<file path="src/rtl/ib32bit_pkg.sv">
// Shared definitions for the next-PC generator.
//   AWIDTH_DEFAULT    default instruction address width
//   RAS_DEPTH_DEFAULT default return-address-stack depth
//   state_e           sequencer states (IDLE/RUN/REDIRECT/HALT)
//   cause_e           reason for a redirect taken from RUN
package ib32bit_pkg;

   localparam int unsigned AWIDTH_DEFAULT    = 6;
   localparam int unsigned RAS_DEPTH_DEFAULT = 4;

   typedef enum logic [1:0] {
      StIdle,
      StRun,
      StRedirect,
      StHalt
   } state_e;

   typedef enum logic [2:0] {
      CauseNone,
      CauseRet,
      CauseCall,
      CauseJump,
      CauseBranch
   } cause_e;

endpackage

</file>
<file path="src/rtl/ib32bit_ras.sv">
// Circular return-address stack.
//   clk, rst_n  clock, asynchronous active-low reset (empties the stack)
//   push, din   store din on top; when full the oldest entry is overwritten
//   pop         discard the top entry (ignored when empty)
//   dout        current top entry
//   empty, full occupancy flags
module ib32bit_ras #(
   parameter int unsigned AWIDTH = 6,
   parameter int unsigned DEPTH  = 4
) (
   input  logic              clk,
   input  logic              rst_n,
   input  logic              push,
   input  logic              pop,
   input  logic [AWIDTH-1:0] din,
   output logic [AWIDTH-1:0] dout,
   output logic              empty,
   output logic              full
);

   localparam int unsigned PW = (DEPTH > 1) ? $clog2(DEPTH) : 1;
   localparam int unsigned CW = $clog2(DEPTH + 1);
   localparam logic [PW-1:0] LastIdx   = PW'(DEPTH - 1);
   localparam logic [CW-1:0] FullCount = CW'(DEPTH);

   logic [AWIDTH-1:0] mem_q [DEPTH];
   // ptr_q is the next slot to write; the top entry sits just below it.
   logic [PW-1:0]     ptr_q, ptr_d, top_idx;
   logic [CW-1:0]     count_q, count_d;

   assign top_idx = (ptr_q == '0) ? LastIdx : ptr_q - 1'b1;
   assign dout    = mem_q[top_idx];
   assign empty   = (count_q == '0);
   assign full    = (count_q == FullCount);

   always_comb begin
      ptr_d   = ptr_q;
      count_d = count_q;
      if (push) begin
         ptr_d = (ptr_q == LastIdx) ? '0 : ptr_q + 1'b1;
         if (!full) begin
            count_d = count_q + 1'b1;
         end
      end else if (pop && !empty) begin
         ptr_d   = top_idx;
         count_d = count_q - 1'b1;
      end
   end

   always_ff @(posedge clk or negedge rst_n) begin
      if (!rst_n) begin
         ptr_q   <= '0;
         count_q <= '0;
      end else begin
         ptr_q   <= ptr_d;
         count_q <= count_d;
      end
   end

   always_ff @(posedge clk) begin
      if (push) begin
         mem_q[ptr_q] <= din;
      end
   end

endmodule

</file>
<file path="src/rtl/ib32bit_next_pc.sv">
// Next fetch address sequencer.
//   clk, rst_n            clock, asynchronous active-low reset
//   stall                 hold the current address
//   halt                  stop fetching until reset
//   br_taken, br_target   resolved taken branch
//   jump, jump_target     unconditional jump
//   call, ret             subroutine call (to jump_target) / return
//   addr, valid           next fetch address and its qualifier
//   flush                 one-cycle pulse: drop the in-flight instruction
//   wrap                  pulse when addr wraps from all-ones to zero
//   ras_err               pulse on a return with an empty stack
// Build option: define IB32BIT_RAS_EN to add the return-address stack; without it
// call acts as jump, ret is ignored and ras_err stays 0.
module ib32bit_next_pc
   import ib32bit_pkg::*;
#(
   parameter int unsigned AWIDTH    = AWIDTH_DEFAULT,
   parameter int unsigned RAS_DEPTH = RAS_DEPTH_DEFAULT
) (
   input  logic              clk,
   input  logic              rst_n,
   input  logic              stall,
   input  logic              halt,
   input  logic              br_taken,
   input  logic [AWIDTH-1:0] br_target,
   input  logic              jump,
   input  logic [AWIDTH-1:0] jump_target,
   input  logic              call,
   input  logic              ret,
   output logic [AWIDTH-1:0] addr,
   output logic              valid,
   output logic              flush,
   output logic              wrap,
   output logic              ras_err
);

   state_e            state_q, state_d;
   cause_e            cause;
   logic [AWIDTH-1:0] addr_q, addr_d;
   logic              valid_q, valid_d;
   logic              flush_q, flush_d;
   logic              wrap_q, wrap_d;
   logic              ras_err_q, ras_err_d;
   logic              ret_req;
   logic              ras_empty;
   logic [AWIDTH-1:0] ras_dout;

`ifdef IB32BIT_RAS_EN
   logic              ras_push, ras_pop, ras_full;
   logic [AWIDTH-1:0] ras_din;

   assign ret_req  = ret;
   assign ras_din  = addr_q + 1'b1;
   assign ras_push = (state_q == StRun) && !halt && (cause == CauseCall);
   assign ras_pop  = (state_q == StRun) && !halt && (cause == CauseRet) && !ras_empty;

   ib32bit_ras #(
      .AWIDTH (AWIDTH),
      .DEPTH  (RAS_DEPTH)
   ) u_ras (
      .clk   (clk),
      .rst_n (rst_n),
      .push  (ras_push),
      .pop   (ras_pop),
      .din   (ras_din),
      .dout  (ras_dout),
      .empty (ras_empty),
      .full  (ras_full)
   );
`else
   // Without a stack a return has nothing to pop, so it never takes effect.
   assign ret_req   = ret & 1'b0;
   assign ras_empty = 1'b1;
   assign ras_dout  = '0;
`endif

   always_comb begin
      state_d   = state_q;
      addr_d    = addr_q;
      valid_d   = valid_q;
      flush_d   = 1'b0;
      wrap_d    = 1'b0;
      ras_err_d = 1'b0;
      cause     = CauseNone;

      unique case (state_q)
         StIdle: begin
            state_d = StRun;
            addr_d  = '0;
            valid_d = 1'b1;
         end
         StRun: begin
            if (halt) begin
               state_d = StHalt;
               valid_d = 1'b0;
            end else begin
               if (ret_req)       cause = CauseRet;
               else if (call)     cause = CauseCall;
               else if (jump)     cause = CauseJump;
               else if (br_taken) cause = CauseBranch;

               case (cause)
                  CauseRet: begin
                     addr_d    = ras_empty ? '0 : ras_dout;
                     ras_err_d = ras_empty;
                  end
                  CauseCall, CauseJump: addr_d = jump_target;
                  CauseBranch:          addr_d = br_target;
                  default: begin
                     if (!stall) begin
                        addr_d = addr_q + 1'b1;
                        wrap_d = &addr_q;
                     end
                  end
               endcase

               if (cause != CauseNone) begin
                  state_d = StRedirect;
                  valid_d = 1'b0;
                  flush_d = 1'b1;
               end
            end
         end
         StRedirect: begin
            // New redirect requests are dropped here; only halt and stall matter.
            if (halt) begin
               state_d = StHalt;
            end else if (!stall) begin
               state_d = StRun;
               valid_d = 1'b1;
            end
         end
         StHalt: begin
            state_d = StHalt;
         end
         default: begin
            state_d = StIdle;
         end
      endcase
   end

   always_ff @(posedge clk or negedge rst_n) begin
      if (!rst_n) begin
         state_q   <= StIdle;
         addr_q    <= '0;
         valid_q   <= 1'b0;
         flush_q   <= 1'b0;
         wrap_q    <= 1'b0;
         ras_err_q <= 1'b0;
      end else begin
         state_q   <= state_d;
         addr_q    <= addr_d;
         valid_q   <= valid_d;
         flush_q   <= flush_d;
         wrap_q    <= wrap_d;
         ras_err_q <= ras_err_d;
      end
   end

   assign addr    = addr_q;
   assign valid   = valid_q;
   assign flush   = flush_q;
   assign wrap    = wrap_q;
   assign ras_err = ras_err_q;

endmodule

</file>
<file path="config.mk">
export PLATFORM = sky130hd
export DESIGN_NAME = ib32bit_next_pc
export DESIGN_NICKNAME = d
export VERILOG_FILES = /design/src/rtl/ib32bit_pkg.sv /design/src/rtl/ib32bit_ras.sv /design/src/rtl/ib32bit_next_pc.sv
export SDC_FILE = /design/constraint.sdc
export NUM_CORES = 1
export LEC_CHECK = 0
export BUFFER_PORTS_ARGS = -buffer_cell sky130_fd_sc_hd__buf_4
export CORE_MARGIN = 4
export CORE_UTILIZATION = 41
export CTS_CLUSTER_SIZE = 40
export DETAILED_ROUTE_END_ITERATION = 12
export PLACE_DENSITY = 0.78
export SETUP_SLACK_MARGIN = 0.4
export SLEW_MARGIN = 10
export SYNTH_ARGS = -nofsm -noshare
export SYNTH_HDL_FRONTEND = slang
export SYNTH_SLANG_ARGS = --single-unit
</file>
<file path="constraint.sdc">
create_clock -name clk -period 1.4 [get_ports clk]
set_clock_uncertainty 0.2 [all_clocks]
set_input_delay 0.21 -clock clk [delete_from_list [all_inputs] [get_ports clk]]
set_output_delay 0.21 -clock clk [all_outputs]
set_load 0.03 [all_outputs]
</file>
==> results of run 1 <==
## registers in the layout, summed over array words and instances (netlist names)
name	flops
wrap	1
flush	1
ras_err	1
valid	1
state_q	2
addr	6
## final timing paths
check / start / endpoint / slack [ps] / cells after the start
worst min-delay path: stall / wrap / 40 / 3
min in group asynchronous: rst_n / ras_err / 110 / 2
worst max register to register: addr[1] / addr[2] / -100 / 5
worst max-delay path: addr[1] / addr[2] / -100 / 5
worst min register to register: addr[4] / addr[4] / 350 / 1
max in group asynchronous: rst_n / addr[5] / 720 / 2
## critical path, delay by kind of cell (launching register included)
kind	cells	cell delay (ps)
flops	1	430
fa+ha+maj	1	160
simple gates	1	70
compound gates	3	550
## cell usage after synthesis (all sizes together)
library cell | n | area share, %
nand2 | 11 | 5.6
a211oi | 3 | 3.7
nor2 | 6 | 3.1
clkbuf | 1 | 0.51
buf | 2 | 2.2
nor4 | 2 | 1.7
o21a | 4 | 4.1
nand3b | 1 | 1.0
ha | 1 | 1.7
nand2b | 6 | 6.1
o211ai | 2 | 2.0
a21o | 2 | 2.0
a221o | 1 | 1.4
conb | 1 | 0.51
inv | 2 | 1.0
o22ai | 1 | 0.85
o21ai | 4 | 2.7
mux2i | 1 | 1.4
or2 | 2 | 1.7
a21oi | 4 | 2.7
nand3 | 2 | 1.4
o31ai | 4 | 5.9
a21boi | 1 | 1.0
nor3 | 3 | 2.0
a31oi | 2 | 1.7
o22a | 1 | 1.2
dfrtp | 12 | 41
## report_power, final
part / switching (mW) / leakage, nW / total (mW) / internal, mW
registers: 0.0350 / 0.137 / 0.409 / 0.374
clock network: 0.128 / 0.0150 / 0.238 / 0.110
logic: 0.165 / 0.475 / 0.341 / 0.175
## cell type report
| cell class | count | share of cell area [%] |
|---|---|---|
| clock buffer | 4 | 1.911 |
| inverter | 2 | 0.5460 |
| multi-input combinational | 65 | 39.04 |
| sequential | 12 | 22.47 |
| tap | 25 | 2.275 |
| timing repair buffer | 53 | 33.76 |
## cells in the final DEF (no fill, tap or decap), types with 2 or more instances in the layout
cell	synthesis	final
a21o_1	2	2
dfrtp_2	0	7
dfrtp_1	12	5
a31oi_1	2	2
buf_6	1	17
a211oi_2	1	3
o21ai_2	0	2
o21a_1	4	4
a21oi_1	4	2
nand2_1	11	8
nor2_1	6	5
o31ai_2	0	2
nor3_2	0	2
o211ai_1	2	2
clkbuf_4	0	3
buf_4	0	35
nand2_2	0	2
nand3_2	0	2
nand2b_1	5	5
## through the flow
stage,cells,power [mW],area [um2],hold WS [ps]
floorplan,82,0.5374,779.5,-285.6
global placement,150,0.6710,1132,-143.4
detailed placement,150,0.6786,1132,-139.2
CTS,156,0.9502,1272,29.14
global route,161,1.042,1375,53.68
finish,161,0.9877,1375,44.38
## layer usage
metal | track usage (%) | vias to the layer above | share of wire (%)
met2 | 38.26 | 29 | 54
met4 | 9.417 | 0 | 2.1
met1 | 24.44 | 422 | 40
met3 | 3.264 | 6 | 4.0
met5 | 0 | - | 0
li1 | - | 405 | -
## cell families (layout without fill, tap and decap cells)
| kind of cell | Yosys count | in the layout | synth area share (%) |
|---|---|---|---|
| other | 1 | 1 | 0.5088 |
| AOI/OAI and AO/OA | 29 | 29 | 29.37 |
| and+or+nand+nor | 33 | 33 | 22.58 |
| buffers and inverters | 5 | 59 | 3.734 |
| DFF | 12 | 12 | 40.75 |
| muxes | 1 | 1 | 1.358 |
| adders and majority gates | 1 | 1 | 1.698 |
## what timing repair did
action / in CTS / in global routing
endpoints found under the setup margin: 21 / 21
hold buffers: 1 / 0
gates cloned: 0 / 0
pin swaps: 5 / 5
gates resized for setup: 28 / 17
setup buffers: 1 / 5
hold endpoints to repair: 12 / 0
==> results.sh, run 1 <==
export IMPL_drc_errors=0
export IMPL_endpoint_kind="flip-flop"
export IMPL_peakVddDrop_mv=0.7197
export IMPL_wl_mm=2.597
export IMPL_run_status="finished with violations"
export IMPL_dr_pass1_iters=4
export IMPL_period_needed_ps=1501
export IMPL_overflow=0
export IMPL_htree_levels=1
export IMPL_syn_nets=103
export IMPL_drv_cap=0
export IMPL_power_density_nw_per_um2=718.3
export IMPL_dp_hpwl_mm=1.700
export IMPL_diodes=0
export IMPL_start_util_pct=43.15
export IMPL_hold_viol=0
export IMPL_layout_area_seq_um2=309.0
export IMPL_drive_above_1_share_pct=64.71
export IMPL_die_w_um=50.40
export IMPL_track_usage_pct=21.22
export IMPL_slowest_stage="dfrtp_2"
export IMPL_rsz0062_at_grt="true"
export IMPL_final_setup_viol_count=6
export IMPL_multi_input_area_um2=536.8
export IMPL_tns_ps=-166.9
export IMPL_clock_root_buffer="clkbuf_4"
export IMPL_final_fill_count=107
export IMPL_synth_area_um2=737.0
export IMPL_area_delta_synth_final_pct=86.59
export IMPL_nets=158
export IMPL_fmax_mhz=666.2
export IMPL_path_max_fanout=4
export IMPL_drtIter0Drc=15
export IMPL_die_area_um2=2540
export IMPL_grt_pass1_vias=872
export IMPL_clk_latency_ps=270
export IMPL_syn_mean_instance_area_um2=8.987
export IMPL_crit_required_ps=1370
export IMPL_cts_buffers=3
export IMPL_seq_area_frac_synth_pct=40.75
export IMPL_cp_start_kind="flip-flop"
export IMPL_fin_util_pct=80.51
export IMPL_hold_class="input port to flip-flop"
export IMPL_io_buffers=28
export IMPL_dieHeight_um=50.40
export IMPL_std_cell_rows=15
export IMPL_cpPeakStageDelay_ps=430
export IMPL_synth_cells=82
export IMPL_setup_slack_ps=-101.1
export IMPL_worstPathCellList="ha_4 -> nand2_1 -> o211ai_1 -> a21oi_1 -> o22a_1"
export IMPL_cts_max_path_buffers=2
export IMPL_viasPerCell=5.354
export IMPL_cts_sinks=12
export IMPL_p_leak_nw=0.6278
export IMPL_ys_warn_count=0
export IMPL_place_congestion=0.8254
export IMPL_core_um2=1708
export IMPL_antenna_found_initial=0
export IMPL_cts_tree="done"
export IMPL_via_count=862
export IMPL_path_class="flip-flop to flip-flop"
export IMPL_synth_cell_types=32
export IMPL_worstPathArrival_ps=1470
export IMPL_slew_viol_final=0
export IMPL_synth_seq_cells=12
export IMPL_ios=30
export IMPL_pre_cts_slack_ps=-159.5
export IMPL_violations="negative setup slack"
export IMPL_grt_max_degree=13
export IMPL_clkTransAtPathRegs_ps=90
export IMPL_grt_pass1_wl_mm=4.015
export IMPL_period_share_pct=107.2
export IMPL_avgRoutedWirePerCell_um=16.13
export IMPL_drtAntennaViolNets=0
(Power assumes the default switching activity.)
==> run 2: changes to the inputs <==
--- a/config.mk
+++ b/config.mk
@@ -5,12 +5,16 @@
 export SDC_FILE = /design/constraint.sdc
 export NUM_CORES = 1
 export LEC_CHECK = 0
+export ABC_AREA = 1
 export BUFFER_PORTS_ARGS = -buffer_cell sky130_fd_sc_hd__buf_4
+export CELL_PAD_IN_SITES_DETAIL_PLACEMENT = 1
+export CELL_PAD_IN_SITES_GLOBAL_PLACEMENT = 1
+export CORE_ASPECT_RATIO = 1.4
 export CORE_MARGIN = 4
-export CORE_UTILIZATION = 41
+export CORE_UTILIZATION = 30
 export CTS_CLUSTER_SIZE = 40
 export DETAILED_ROUTE_END_ITERATION = 12
-export PLACE_DENSITY = 0.78
+export PLACE_DENSITY = 0.8
 export SETUP_SLACK_MARGIN = 0.4
 export SLEW_MARGIN = 10
 export SYNTH_ARGS = -nofsm -noshare
==> results.sh, run 2 <==
export IMPL_run_status="finished with violations"
export IMPL_violations="negative hold slack"
export IMPL_dieHeight_um=68.60
export IMPL_grt_max_degree=13
export IMPL_cts_tree="done"
export IMPL_holdWs_ps=-29.67
export IMPL_synthTopCellsByCount="25 x nand2_1, 16 x nor2_1, 12 x dfrtp_1"
export IMPL_synth_top_area_share_pct=38.16
export IMPL_diodes=0
export IMPL_synth_main_ff_cell="dfrtp_1"
export IMPL_tns_ps=0
export IMPL_start_util_pct=32.21
export IMPL_ios=30
export IMPL_die_area_um2=3518
export IMPL_synth_cell_types=22
export IMPL_drtIter0Drc=11
export IMPL_syn_nets=126
export IMPL_r2r_cells=7
export IMPL_largest_reg_flops=6
export IMPL_endpoint_kind="flip-flop"
export IMPL_synth_seq_cells=12
export IMPL_wl_mm=2.280
export IMPL_dp_hpwl_mm=1.807
export IMPL_final_setup_viol_count=0
export IMPL_synth_area_um2=787.0
export IMPL_setup_slack_ps=16.72
export IMPL_hold_end="wrap"
export IMPL_p_leak_nw=0.5932
export IMPL_synth_most_common_cell="nand2_1"
export IMPL_slowest_stage="dfrtp_1"
export IMPL_avgRoutedWirePerCell_um=12.74
export IMPL_power_density_nw_per_um2=1626
export IMPL_multi_input_area_um2=505.5
export IMPL_ctsHoldBuffers=1
export IMPL_hold_class="input port to flip-flop"
export IMPL_use_met2_pct=28.71
export IMPL_clkTransAtPathRegs_ps=90
export IMPL_nets=167
export IMPL_clk_latency_ps=280
export IMPL_cts_buffers=3
export IMPL_crit_cells=7
export IMPL_seq_area_frac_synth_pct=38.16
export IMPL_fmax_mhz=722.9
export IMPL_cp_top_family="simple AND/OR/NAND/NOR gates"
export IMPL_period_needed_ps=1383
export IMPL_cp_start_kind="flip-flop"
export IMPL_drc_errors=0
export IMPL_drv_cap=0
export IMPL_async_reset_ff_share_pct=100.0
export IMPL_area_delta_synth_final_pct=58.51
export IMPL_grt_pass1_vias=895
export IMPL_syn_mean_instance_area_um2=7.495
export IMPL_io_buffers=28
export IMPL_holdCritStartpoint="stall"
export IMPL_final_fill_count=314
export IMPL_core_um2=2444
export IMPL_overflow=0
export IMPL_slew_viol_final=0
export IMPL_crit_required_ps=1410
export IMPL_via_count=829
export IMPL_crit_top_cell="nand2_1"
export IMPL_drtAntennaViolNets=0
export IMPL_layout_area_seq_um2=307.8
export IMPL_hold_viol=2
export IMPL_antenna_found_initial=0
export IMPL_whs_path_depth=2
export IMPL_synthTopCellsByArea="dfrtp_1 38%, nand2_1 12%, nor2_1 7.6%, nand3_1 6.4%, o21ai_0 4.5%"
export IMPL_place_congestion=0.7588
export IMPL_final_common_cell="buf_4"
export IMPL_period_share_pct=98.81
export IMPL_std_cell_rows=21
export IMPL_synth_cells=105
export IMPL_path_max_fanout=4
export IMPL_rsz0062_at_grt="true"
export IMPL_worstPathArrival_ps=1400
export IMPL_fin_total_pwr_mw=2.029
export IMPL_peakVddDrop_mv=0.6508
export IMPL_yosys_area_top_type="dfrtp_1"
export IMPL_grt_pass1_wl_mm=3.753
export IMPL_drive_above_1_share_pct=52.41
export IMPL_busiest_layer="met2"
export IMPL_viasPerCell=4.631
export IMPL_synth_edf_count=0
export IMPL_pre_cts_slack_ps=31.28
export IMPL_ys_warn_count=0
export IMPL_use_met1_pct=14.62
export IMPL_path_class="flip-flop to flip-flop"
export IMPL_cts_max_path_buffers=2
export IMPL_htree_levels=1
export IMPL_track_usage_pct=14.58
export IMPL_final_cell_mix="26 x buf_4, 22 x nand2_1, 11 x nor2_1"
export IMPL_met3_usage_pct=1.935
export IMPL_die_w_um=51.29
export IMPL_dr_pass1_iters=4
export IMPL_clock_root_buffer="clkbuf_4"
export IMPL_r2r_slack_ps=20
export IMPL_cpPeakStageDelay_ps=400
export IMPL_worst_path_buf_inv=1
export IMPL_cts_sinks=12
export IMPL_reg2reg_from="state_q[1]"
export IMPL_worstPathCellList="inv_2 -> nand2_4 -> nor2_4 -> nand2_2 -> nor2_1 -> nand2_1 -> nand2_1"
export IMPL_rr_endpoint="addr[4]"
## run 2: cell count changes after synthesis, moves of 4 or more
cell,change
nand2_1,+14
nor2_1,+10
nand3_1,+8
inv_1,+6
nand2b_1,-5
a21oi_1,-4
o21a_1,-4
## run 2: metrics by stage
stage          cells  utilization, %  instance area, um2
2_1_floorplan    105               -               832.0
3_3_place_gp     167           44.39                1085
3_5_place_dp     167           44.39                1085
4_1_cts          178           49.87                1219
5_1_grt          179           51.05                1247
6_report         179           51.05                1247
## run 2: logic make-up (layout without fill, tap and decap cells)
family,after synthesis,count (layout),share of synthesized area [%]
AND/OR/NAND/NOR,65,65,41.65
buffers and inverters,12,52,6.360
adder cells (fa/ha/maj),1,1,1.590
flip-flops,12,12,38.16
XOR/XNOR,1,1,1.113
other,1,1,0.4765
AO/OA/AOI/OAI,13,13,10.65
## run 2: repair_timing
action	4_1_cts	5_1_grt
gates resized for setup	13	6
hold endpoints to repair	14	1
pin swaps	7	5
setup endpoints to repair	21	21
setup buffers	6	1
## run 2: worst max path at each step
stage / startpoint / end / slack [ps]
final: state_q[1] / addr[4] / 20
after CTS: state_q[1] / addr[4] / 30
after floorplan: addr[0] / addr[4] / 50
after global routing: state_q[1] / addr[4] / -90
after global placement: state_q[1] / addr[4] / 70
after detailed placement: addr[0] / addr[2] / 30
## run 2: worst register-to-register path: cells and delay by family (launching register included)
kind	cells	cell delay, ps
and+or+nand+nor	6	570
buffers and inverters	1	130
DFF	1	400
## run 2: report_power, final
group          switching [mW]  internal, mW  leakage (nW)  total, mW
clock                   0.127         0.111        0.0150      0.237
combinational           0.663         0.532         0.436       1.20
sequential              0.126         0.470         0.142      0.596
total                   0.916          1.11         0.593       2.03
## run 2: metal layers
metal / share of wire, % / wire (um)
met3: 5.1 / 116
met5: 0 / 0
met2: 57 / 1308
met4: 2.3 / 53
met1: 35 / 802
## run 2: final cells by class
cell class	count	area share [%]
multi-input cells	81	40.52
well taps	34	3.410
repair buffers	36	25.28
inverters	12	4.012
flip-flops and latches	12	24.67
clock buffers	4	2.106
==> run 3: changes to the inputs <==
--- a/config.mk
+++ b/config.mk
@@ -15,7 +15,6 @@
 export CTS_CLUSTER_SIZE = 40
 export DETAILED_ROUTE_END_ITERATION = 12
 export PLACE_DENSITY = 0.8
-export SETUP_SLACK_MARGIN = 0.4
 export SLEW_MARGIN = 10
 export SYNTH_ARGS = -nofsm -noshare
 export SYNTH_HDL_FRONTEND = slang
==> results.sh, run 3 (synthesis gave the netlist of run 2 again) <==
export IMPL_largest_reg_flops=6
export IMPL_dieHeight_um=68.60
export IMPL_multi_input_area_um2=494.2
export IMPL_core_um2=2444
export IMPL_r2r_cells=7
export IMPL_use_met1_pct=13.26
export IMPL_crit_required_ps=1360
export IMPL_tns_ps=0
export IMPL_cts_max_path_buffers=2
export IMPL_overflow=0
export IMPL_via_count=839
export IMPL_track_usage_pct=14.79
export IMPL_wl_mm=2.326
export IMPL_reg2reg_from="state_q[1]"
export IMPL_final_fill_count=311
export IMPL_endpoint_kind="flip-flop"
export IMPL_final_common_cell="buf_4"
export IMPL_power_density_nw_per_um2=1594
export IMPL_cp_start_kind="flip-flop"
export IMPL_period_needed_ps=1396
export IMPL_cts_buffers=3
export IMPL_dr_pass1_iters=3
export IMPL_path_class="flip-flop to flip-flop"
export IMPL_drtAntennaViolNets=0
export IMPL_final_setup_viol_count=0
export IMPL_drv_cap=0
export IMPL_postLayoutCellArea_um2=1207
export IMPL_drive_above_1_share_pct=47.22
export IMPL_hold_viol=0
export IMPL_placed_cell_area_um2=1070
export IMPL_area_delta_synth_final_pct=53.42
export IMPL_die_w_um=51.29
export IMPL_grt_pass1_vias=918
export IMPL_grt_pass1_wl_mm=3.857
export IMPL_cts_sinks=12
export IMPL_endpoint="state_q[1]"
export IMPL_clk_latency_ps=270
export IMPL_htree_levels=1
export IMPL_clock_root_buffer="clkbuf_4"
export IMPL_p_leak_nw=0.5875
export IMPL_slew_viol_final=0
export IMPL_avgRoutedWirePerCell_um=13.07
export IMPL_dp_hpwl_mm=1.859
export IMPL_io_buffers=28
export IMPL_worstPathArrival_ps=1360
export IMPL_crit_start="state_q[1]"
export IMPL_r2r_slack_ps=4
export IMPL_path_max_fanout=4
export IMPL_period_share_pct=99.69
export IMPL_drc_errors=0
export IMPL_met3_usage_pct=2.366
export IMPL_std_cell_rows=21
export IMPL_diodes=0
export IMPL_cts_tree="done"
export IMPL_busiest_layer="met2"
export IMPL_use_met2_pct=29.68
export IMPL_layout_area_seq_um2=305.3
export IMPL_fmax_mhz=716.5
export IMPL_nets=166
export IMPL_rsz0062_at_grt="true"
export IMPL_grt_max_degree=13
export IMPL_antenna_found_initial=0
export IMPL_die_area_um2=3518
export IMPL_rr_endpoint="state_q[1]"
export IMPL_peakVddDrop_mv=0.5595
export IMPL_run_status="complete, no violations"
export IMPL_hold_class="input port to flip-flop"
export IMPL_drtIter0Drc=6
export IMPL_clkTransAtPathRegs_ps=80
export IMPL_place_congestion=0.7647
export IMPL_final_cell_mix="30 x buf_4, 24 x nand2_1, 14 x nor2_1"
export IMPL_start_util_pct=32.21
export IMPL_ios=30
export IMPL_viasPerCell=4.713
[run 3: critical path: stages, from the launching register on]
cell and delay (ps):
dfrtp_1 410, inv_2 120, nand2_4 90, nor2_4 150, buf_6 110, nand2_4 50
nand2_4 80, o21ai_2 60
[run 3: report_power, final]
group          switching, mW  internal (mW)
clock network          0.121          0.158
registers              0.155          0.464
logic                  0.606          0.419
[run 3: metrics by stage]
stage | instances | hold WS [ps] | util [%] | total power, mW | setup WS (ps)
floorplan | 105 | -285.6 | - | 1.167 | 1.541
global placement | 169 | -140.6 | 43.78 | 1.456 | 47.53
detailed placement | 169 | -140.8 | 43.78 | 1.500 | -6.743
CTS | 175 | 42.61 | 46.60 | 1.812 | -4.657
global route | 178 | 55.03 | 49.41 | 2.074 | -70.01
finish | 178 | 44.63 | 49.41 | 1.924 | 4.310
[run 3: per-layer routing]
layer  routed length (um)  share of wire [%]  vias to the layer above
met5                    0                  0                        -
met4                   82                3.5                        0
met3                  133                5.7                        7
met2                 1311                 56                       27
met1                  798                 34                      397
li1                     -                  -                      408
[run 3: what timing repair did]
item	in CTS	in global routing
pin swaps	0	7
hold buffers	2	0
setup buffers	0	3
hold endpoints to repair	14	0
gates resized for setup	3	14
gates cloned	0	0
endpoints found under the setup margin	4	9
[run 3: final cells by class]
class,count,share of cell area (%)
multi-input combinational,81,40.93
sequential,12,25.28
timing repair buffer,35,23.11
inverter,12,4.145
tap,34,3.523
clock buffer,4,3.005
[run 3: how the worst min path moves through the flow]
stage,start,to,depth (start not counted)
finish,stall,state_q[1],3
global route,br_target[1],addr[1],4
CTS,halt,wrap,4
detailed placement,rst_n,addr[2],1
global placement,rst_n,addr[2],1
floorplan,rst_n,addr[0],0
